## config.mk

```make
export PLATFORM = sky130hd
export DESIGN_NAME = data_bus_unit
export DESIGN_NICKNAME = d
export VERILOG_FILES = /design/src/rtl/data_bus_unit_pkg.sv /design/src/rtl/data_bus_unit_load_formatter.sv /design/src/rtl/data_bus_unit.sv
export SDC_FILE = /design/constraint.sdc
export NUM_CORES = 1
export LEC_CHECK = 0
export CAP_MARGIN = 30
export CELL_PAD_IN_SITES_DETAIL_PLACEMENT = 0
export CELL_PAD_IN_SITES_GLOBAL_PLACEMENT = 1
export CORE_MARGIN = 1.5
export CORE_UTILIZATION = 38
export CTS_BUF_LIST = sky130_fd_sc_hd__clkbuf_16
export DETAILED_ROUTE_END_ITERATION = 6
export PLACE_DENSITY_LB_ADDON = 0.1
export SYNTH_ARGS = -nofsm -noshare
export SYNTH_HDL_FRONTEND = slang
export SYNTH_SLANG_ARGS = --single-unit
```

## constraint.sdc

```tcl
create_clock -name clk -period 4.55 [get_ports clk]
set_clock_uncertainty 0.1 [all_clocks]
set_input_delay 1.365 -clock clk [delete_from_list [all_inputs] [get_ports clk]]
set_output_delay 1.365 -clock clk [all_outputs]
set_load 0.005 [all_outputs]
```

## src/rtl/data_bus_unit_pkg.sv

```systemverilog
// Shared encodings and helpers for the data-side bus unit.
package data_bus_unit_pkg;

  localparam logic [1:0] SIZE_BYTE = 2'b00;
  localparam logic [1:0] SIZE_HALF = 2'b01;
  localparam logic [1:0] SIZE_WORD = 2'b10;
  localparam logic [1:0] SIZE_NONE = 2'b11;

  localparam int unsigned DATA_BUS_TIMEOUT_DEFAULT = 255;

  typedef enum logic [1:0] {
    ST_IDLE,
    ST_REQ,
    ST_DONE
  } dbu_state_e;

  typedef struct packed {
    logic [31:0] addr;
    logic [1:0]  size;
    logic        sgn;
    logic        wr;
    logic [3:0]  strb;
    logic [31:0] wdata;
  } dbu_req_t;

  function automatic logic [3:0] lane_strobe(
    input logic [1:0] size,
    input logic [1:0] off
  );
    logic [3:0] s;
    s = 4'b0000;
    unique case (1'b1)
      size == SIZE_BYTE: s = 4'b0001 << off;
      size == SIZE_HALF: s = off[1] ? 4'b1100 : 4'b0011;
      size == SIZE_WORD: s = 4'b1111;
      default:           s = 4'b0000;
    endcase
    return s;
  endfunction

  function automatic logic [31:0] lane_replicate(
    input logic [1:0]  size,
    input logic [31:0] data
  );
    logic [31:0] r;
    r = data;
    unique case (1'b1)
      size == SIZE_BYTE: r = {4{data[7:0]}};
      size == SIZE_HALF: r = {2{data[15:0]}};
      default:           r = data;
    endcase
    return r;
  endfunction

endpackage

```

## src/rtl/data_bus_unit_load_formatter.sv

```systemverilog
// Lane select and sign/zero extension of a bus read word.
module load_formatter
  import data_bus_unit_pkg::*;
(
  input  logic [31:0] word_i,
  input  logic [1:0]  offset_i,
  input  logic [1:0]  size_i,
  input  logic        signed_i,
  output logic [31:0] data_o
);

  logic [7:0]  byte_v;
  logic [15:0] half_v;

  always_comb begin
    byte_v = word_i[{offset_i, 3'b000} +: 8];
    half_v = offset_i[1] ? word_i[31:16] : word_i[15:0];
    data_o = word_i;
    unique case (1'b1)
      size_i == SIZE_BYTE:
        data_o = {{24{signed_i & byte_v[7]}}, byte_v};
      size_i == SIZE_HALF:
        data_o = {{16{signed_i & half_v[15]}}, half_v};
      default:
        data_o = word_i;
    endcase
  end

endmodule

```

## src/rtl/data_bus_unit.sv

```systemverilog
// Memory-stage data bus responder: one word-aligned valid/ready access.
// Define DATA_BUS_FAULT_EN to add ext_error input and mem_fault output.
module data_bus_unit
  import data_bus_unit_pkg::*;
#(
  parameter int unsigned TIMEOUT = DATA_BUS_TIMEOUT_DEFAULT
) (
  input  logic        clk,
  input  logic        rst_n,
  input  logic [31:0] mem_address,
  input  logic [31:0] mem_store_data,
  input  logic [1:0]  mem_size,
  input  logic        mem_signed,
  input  logic        mem_load,
  input  logic        mem_store,
  output logic [31:0] mem_load_data,
  output logic        mem_busy,
  output logic [29:0] ext_address,
  output logic [31:0] ext_write_data,
  output logic [3:0]  ext_strobe,
  output logic        ext_write,
  output logic        ext_valid,
  input  logic        ext_ready,
  input  logic [31:0] ext_read_data
`ifdef DATA_BUS_FAULT_EN
  ,
  input  logic        ext_error,
  output logic        mem_fault
`endif
);

  localparam logic [15:0] TMO = 16'(TIMEOUT);

  dbu_state_e  state_q, state_d;
  dbu_req_t    req_q, req_d;
  logic [31:0] rdata_q, rdata_d;
  logic [15:0] cnt_q, cnt_d;
  logic [31:0] fmt_data;
  logic        new_req;
  logic        in_req;
  logic        in_done;
  logic        bus_err;

`ifdef DATA_BUS_FAULT_EN
  logic fault_q, fault_d;
  assign bus_err = ext_error;
`else
  assign bus_err = 1'b0;
`endif

  assign new_req = (mem_load | mem_store) && (mem_size != SIZE_NONE);

  always_comb begin
    state_d   = state_q;
    req_d     = req_q;
    rdata_d   = rdata_q;
    cnt_d     = cnt_q;
    mem_busy  = 1'b0;
    ext_valid = 1'b0;
`ifdef DATA_BUS_FAULT_EN
    fault_d   = fault_q;
`endif
    unique case (state_q)
      ST_IDLE: begin
        cnt_d = '0;
        if (new_req) begin
          mem_busy    = 1'b1;
          req_d.addr  = mem_address;
          req_d.size  = mem_size;
          req_d.sgn   = mem_signed;
          req_d.wr    = mem_store;
          req_d.strb  = mem_store ?
            lane_strobe(mem_size, mem_address[1:0]) : 4'b0000;
          req_d.wdata = lane_replicate(mem_size, mem_store_data);
          state_d     = ST_REQ;
`ifdef DATA_BUS_FAULT_EN
          fault_d     = 1'b0;
`endif
        end
      end
      ST_REQ: begin
        mem_busy  = 1'b1;
        ext_valid = 1'b1;
        if (ext_ready) begin
          rdata_d = ext_read_data;
          cnt_d   = '0;
          state_d = ST_DONE;
`ifdef DATA_BUS_FAULT_EN
          fault_d = bus_err;
`endif
        end else if (cnt_q + 16'd1 == TMO) begin
          // Abandon the access; the stage sees zero data.
          rdata_d = '0;
          cnt_d   = '0;
          state_d = ST_DONE;
`ifdef DATA_BUS_FAULT_EN
          fault_d = 1'b1;
`endif
        end else begin
          cnt_d = cnt_q + 16'd1;
        end
      end
      ST_DONE: begin
        state_d = ST_IDLE;
      end
      default: begin
        state_d = ST_IDLE;
      end
    endcase
  end

  always_ff @(posedge clk or negedge rst_n) begin
    if (!rst_n) begin
      state_q <= ST_IDLE;
      req_q   <= '0;
      rdata_q <= '0;
      cnt_q   <= '0;
`ifdef DATA_BUS_FAULT_EN
      fault_q <= 1'b0;
`endif
    end else begin
      state_q <= state_d;
      req_q   <= req_d;
      rdata_q <= rdata_d;
      cnt_q   <= cnt_d;
`ifdef DATA_BUS_FAULT_EN
      fault_q <= fault_d;
`endif
    end
  end

  load_formatter u_fmt (
    .word_i   (rdata_q),
    .offset_i (req_q.addr[1:0]),
    .size_i   (req_q.size),
    .signed_i (req_q.sgn),
    .data_o   (fmt_data)
  );

  assign in_req  = (state_q == ST_REQ);
  assign in_done = (state_q == ST_DONE);

  assign ext_address    = in_req ? req_q.addr[31:2] : '0;
  assign ext_write_data = in_req ? req_q.wdata : '0;
  assign ext_strobe     = in_req ? req_q.strb : '0;
  assign ext_write      = in_req & req_q.wr;

  assign mem_load_data = (in_done && !req_q.wr) ? fmt_data : '0;

`ifdef DATA_BUS_FAULT_EN
  assign mem_fault = in_done & fault_q;
`endif

  logic unused_err;
  assign unused_err = bus_err;

endmodule

```

==> results.toml <==
[status]
status = "completed"

[floorplanning]
start_util_pct = 38.7
core_area_sq_mm = 0.0165
die_w_um = 133
dieArea_sq_mm = 0.0176
die_height_um = 133
rows = 47
ios = 205

[critical_path]
path_cells = "clkdlybuf4s50_1 -> a211oi_1 -> o21ai_4 -> nand2_1 -> clkdlybuf4s50_1"
worstSetupPathType = "input port to output port"
cp_max_fo = 2
reg2regPathDepth = 9
crit_family = "buffers and inverters"
worst_path_max_delay_cell = "clkdlybuf4s50_1"
startpoint = "mem_size[0]"
critPathCaptureType = "output port"
worst-endpoint-arrival_ps = 2900
reg2reg_from = "cnt_q[0]"
endpoint = "mem_busy"
regToRegSetupSlack_ps = 1760
crit_top_cell = "clkdlybuf4s50_1"
crit_required_ps = 3080
path_depth = 5
cp_num_buf_inv = 2
crit_path_start_kind = "input port"
cpPeakStageDelay_ps = 530
rr_endpoint = "rdata_q[10]"

[cells_and_area]
layout.cells.non_filler = 1080
syn_to_final_growth_pct = 44.2
regArea_sq_mm = 0.00305
multiInputGateArea_sq_mm = 0.00300
fin_nets = 953
layout-drive-gt1-share_pct = 10.9
final_cell_mix = "clkdlybuf4s50_1 (203), dfrtp_1 (122), and2_1 (69)"
mostFrequentLayoutCell = "clkdlybuf4s50_1"
fillers = 1446

[timing]
period_needed_ps = 4360
rsz0062_at_grt = "no"
relSlewSlack_pct = 36.2
worst_pin_slew_ps = 953
fmax_ghz = 0.229
setup_tns_ps = 0
finalMaxSlewViolations = 0
setup_violations = 0
period_share_pct = 95.9
hold_viol = 0

[yosys]
synth_fp_nets = 768
synth_area_per_cell_sq_um = 9.67
synth_edf_count = 0
syn_area_sq_mm = 0.00640
synthCells = 662
synth_cell_types = 47
synthFlopType = "dfrtp_1"
yosys_warnings = 0
yosysSeqAreaShare_pct = 47.7
ys_async_sr_fraction_pct = 100
synth-seq-cells = 122

[power]
power_leakage_nw = 3.92
power_density_mw_per_mm2 = 585
irDropWorstVdd_mv = 0.312

[drt]
drtAntennaViolNets = 0
route.final.wire_length_mm = 18.4
drc = 0
first_pass_iters = 5
drt_iter0_drc = 301
vias = 5561
wire_per_inst_um = 17.0
via_per_inst = 5.15

[clock_tree]
cts_buffers = 17
cts_resized = 0
cts_tree = "built"
clk_pin_slew_ps = 50
cts.sinks = 122
cts_hold_buf = 0
clk_latency_ps = 420
htreeDepth = 4
post-cts-setup-buffers = 0
cts.path.max_buffers = 2
root_buffer = "clkbuf_16"

[placement]
gp_congestion = 0.816
port_buffers = 204
hpwl_mm = 13.0
dp.cells = 1047

[global_route]
grt-ovfl-total = 0
grt_antenna_before_repair = 0
grt_pass1_wl_mm = 29.5
global_route.usage.total_pct = 21.4
grt_pass1_vias = 5564
grt_max_degree = 102

[job]
cap_violations = 0

[min_path]
hp-class = "flop to flop"
## cell families (layout without fill, tap and decap cells)
| group | after synthesis | count (layout) | synth area share (%) |
|---|---|---|---|
| buffers and inverters | 85 | 282 | 5.51 |
| muxes | 73 | 73 | 12.3 |
| adders and majority gates | 2 | 2 | 0.391 |
| DFF | 122 | 122 | 47.7 |
| and+or+nand+nor | 209 | 209 | 17.1 |
| xor gates and xnor gates | 5 | 5 | 0.685 |
| AOI/OAI and AO/OA | 166 | 166 | 16.2 |
| other | 0 | 1 | 0 |
## cells in the mapped netlist (3+ instances only)
| library cell | n | share of area [%] |
|---|---|---|
| mux2_2 | 45 | 7.9 |
| nor2_1 | 29 | 1.7 |
| and4_1 | 4 | 0.55 |
| nand2_1 | 59 | 3.5 |
| o21ai_1 | 7 | 0.55 |
| buf_2 | 5 | 0.39 |
| dfrtp_1 | 122 | 48 |
| a21oi_1 | 45 | 3.5 |
| a31oi_1 | 8 | 0.78 |
| a21o_1 | 4 | 0.47 |
| nand2b_1 | 5 | 0.49 |
| xnor2_1 | 3 | 0.41 |
| inv_1 | 30 | 1.8 |
| buf_6 | 3 | 0.53 |
| nand4_1 | 4 | 0.39 |
| a221oi_1 | 8 | 1.1 |
| clkbuf_1 | 42 | 2.5 |
| nand3_1 | 24 | 1.9 |
| mux2i_1 | 28 | 4.4 |
| and3_1 | 3 | 0.29 |
| a211oi_1 | 3 | 0.35 |
| o21ai_0 | 49 | 3.8 |
| a22o_1 | 33 | 4.5 |
| and2_1 | 69 | 6.7 |
| o31ai_1 | 3 | 0.35 |
## worst min-delay path, cell delays in order, from the launching register on
cell and delay (ps):
dfrtp_1 330, nand2_1 40, o21ai_0 60
## power by group
group | internal [W] | switching (W)
clock network | 0.000839 | 0.000472
logic | 0.00123 | 0.000987
registers | 0.00155 | 0.000325
total | 0.00362 | 0.00178
## final cells by class
class | instances | share of cell area [%]
Sequential cell | 122 | 33.1
Multi-Input combinational cell | 455 | 32.6
Timing Repair Buffer | 220 | 24.0
Clock buffer | 17 | 4.61
Tap cell | 220 | 2.98
Clock inverter | 14 | 1.51
Inverter | 31 | 1.26
Antenna cell | 1 | 0.0271
## per-stage QoR
stage                     utilization [%]  instance area [sq um]  hold slack, ps  power (W)  worst slack [ps]
after CTS                            55.7                   9200             375    0.00544               143
after global routing                 55.8                   9230             404    0.00577               105
after detailed placement             52.2                   8630             363    0.00409               139
after floorplan                         -                   6400             342    0.00304               813
final                                55.8                   9230             368    0.00540               186
after global placement               52.0                   8600             353    0.00404               175
## flip-flops by register name (all words and copies together) (netlist names)
| signal | count |
|---|---|
| rdata_q | 32 |
| state_q | 2 |
| req_q | 72 |
| cnt_q | 16 |
## worst min-delay path by stage
stage                         start        end  depth (start not counted)
final                     req_q[14]  req_q[14]                          2
after floorplan           req_q[10]  req_q[10]                          2
after detailed placement  req_q[14]  req_q[14]                          2
after global routing      req_q[23]  req_q[23]                          2
after global placement     req_q[8]   req_q[8]                          2
after CTS                 req_q[14]  req_q[14]                          2
## routing by layer
metal  GRT usage (%)  vias to the layer above  wire [um]
met5               0                        -          0
met4            7.20                        0        322
met3            8.51                       25       1440
met2            34.4                      167       8770
met1            26.3                     2703       7850
li1                -                     2666          -
Power figures use the tool's default switching activity.
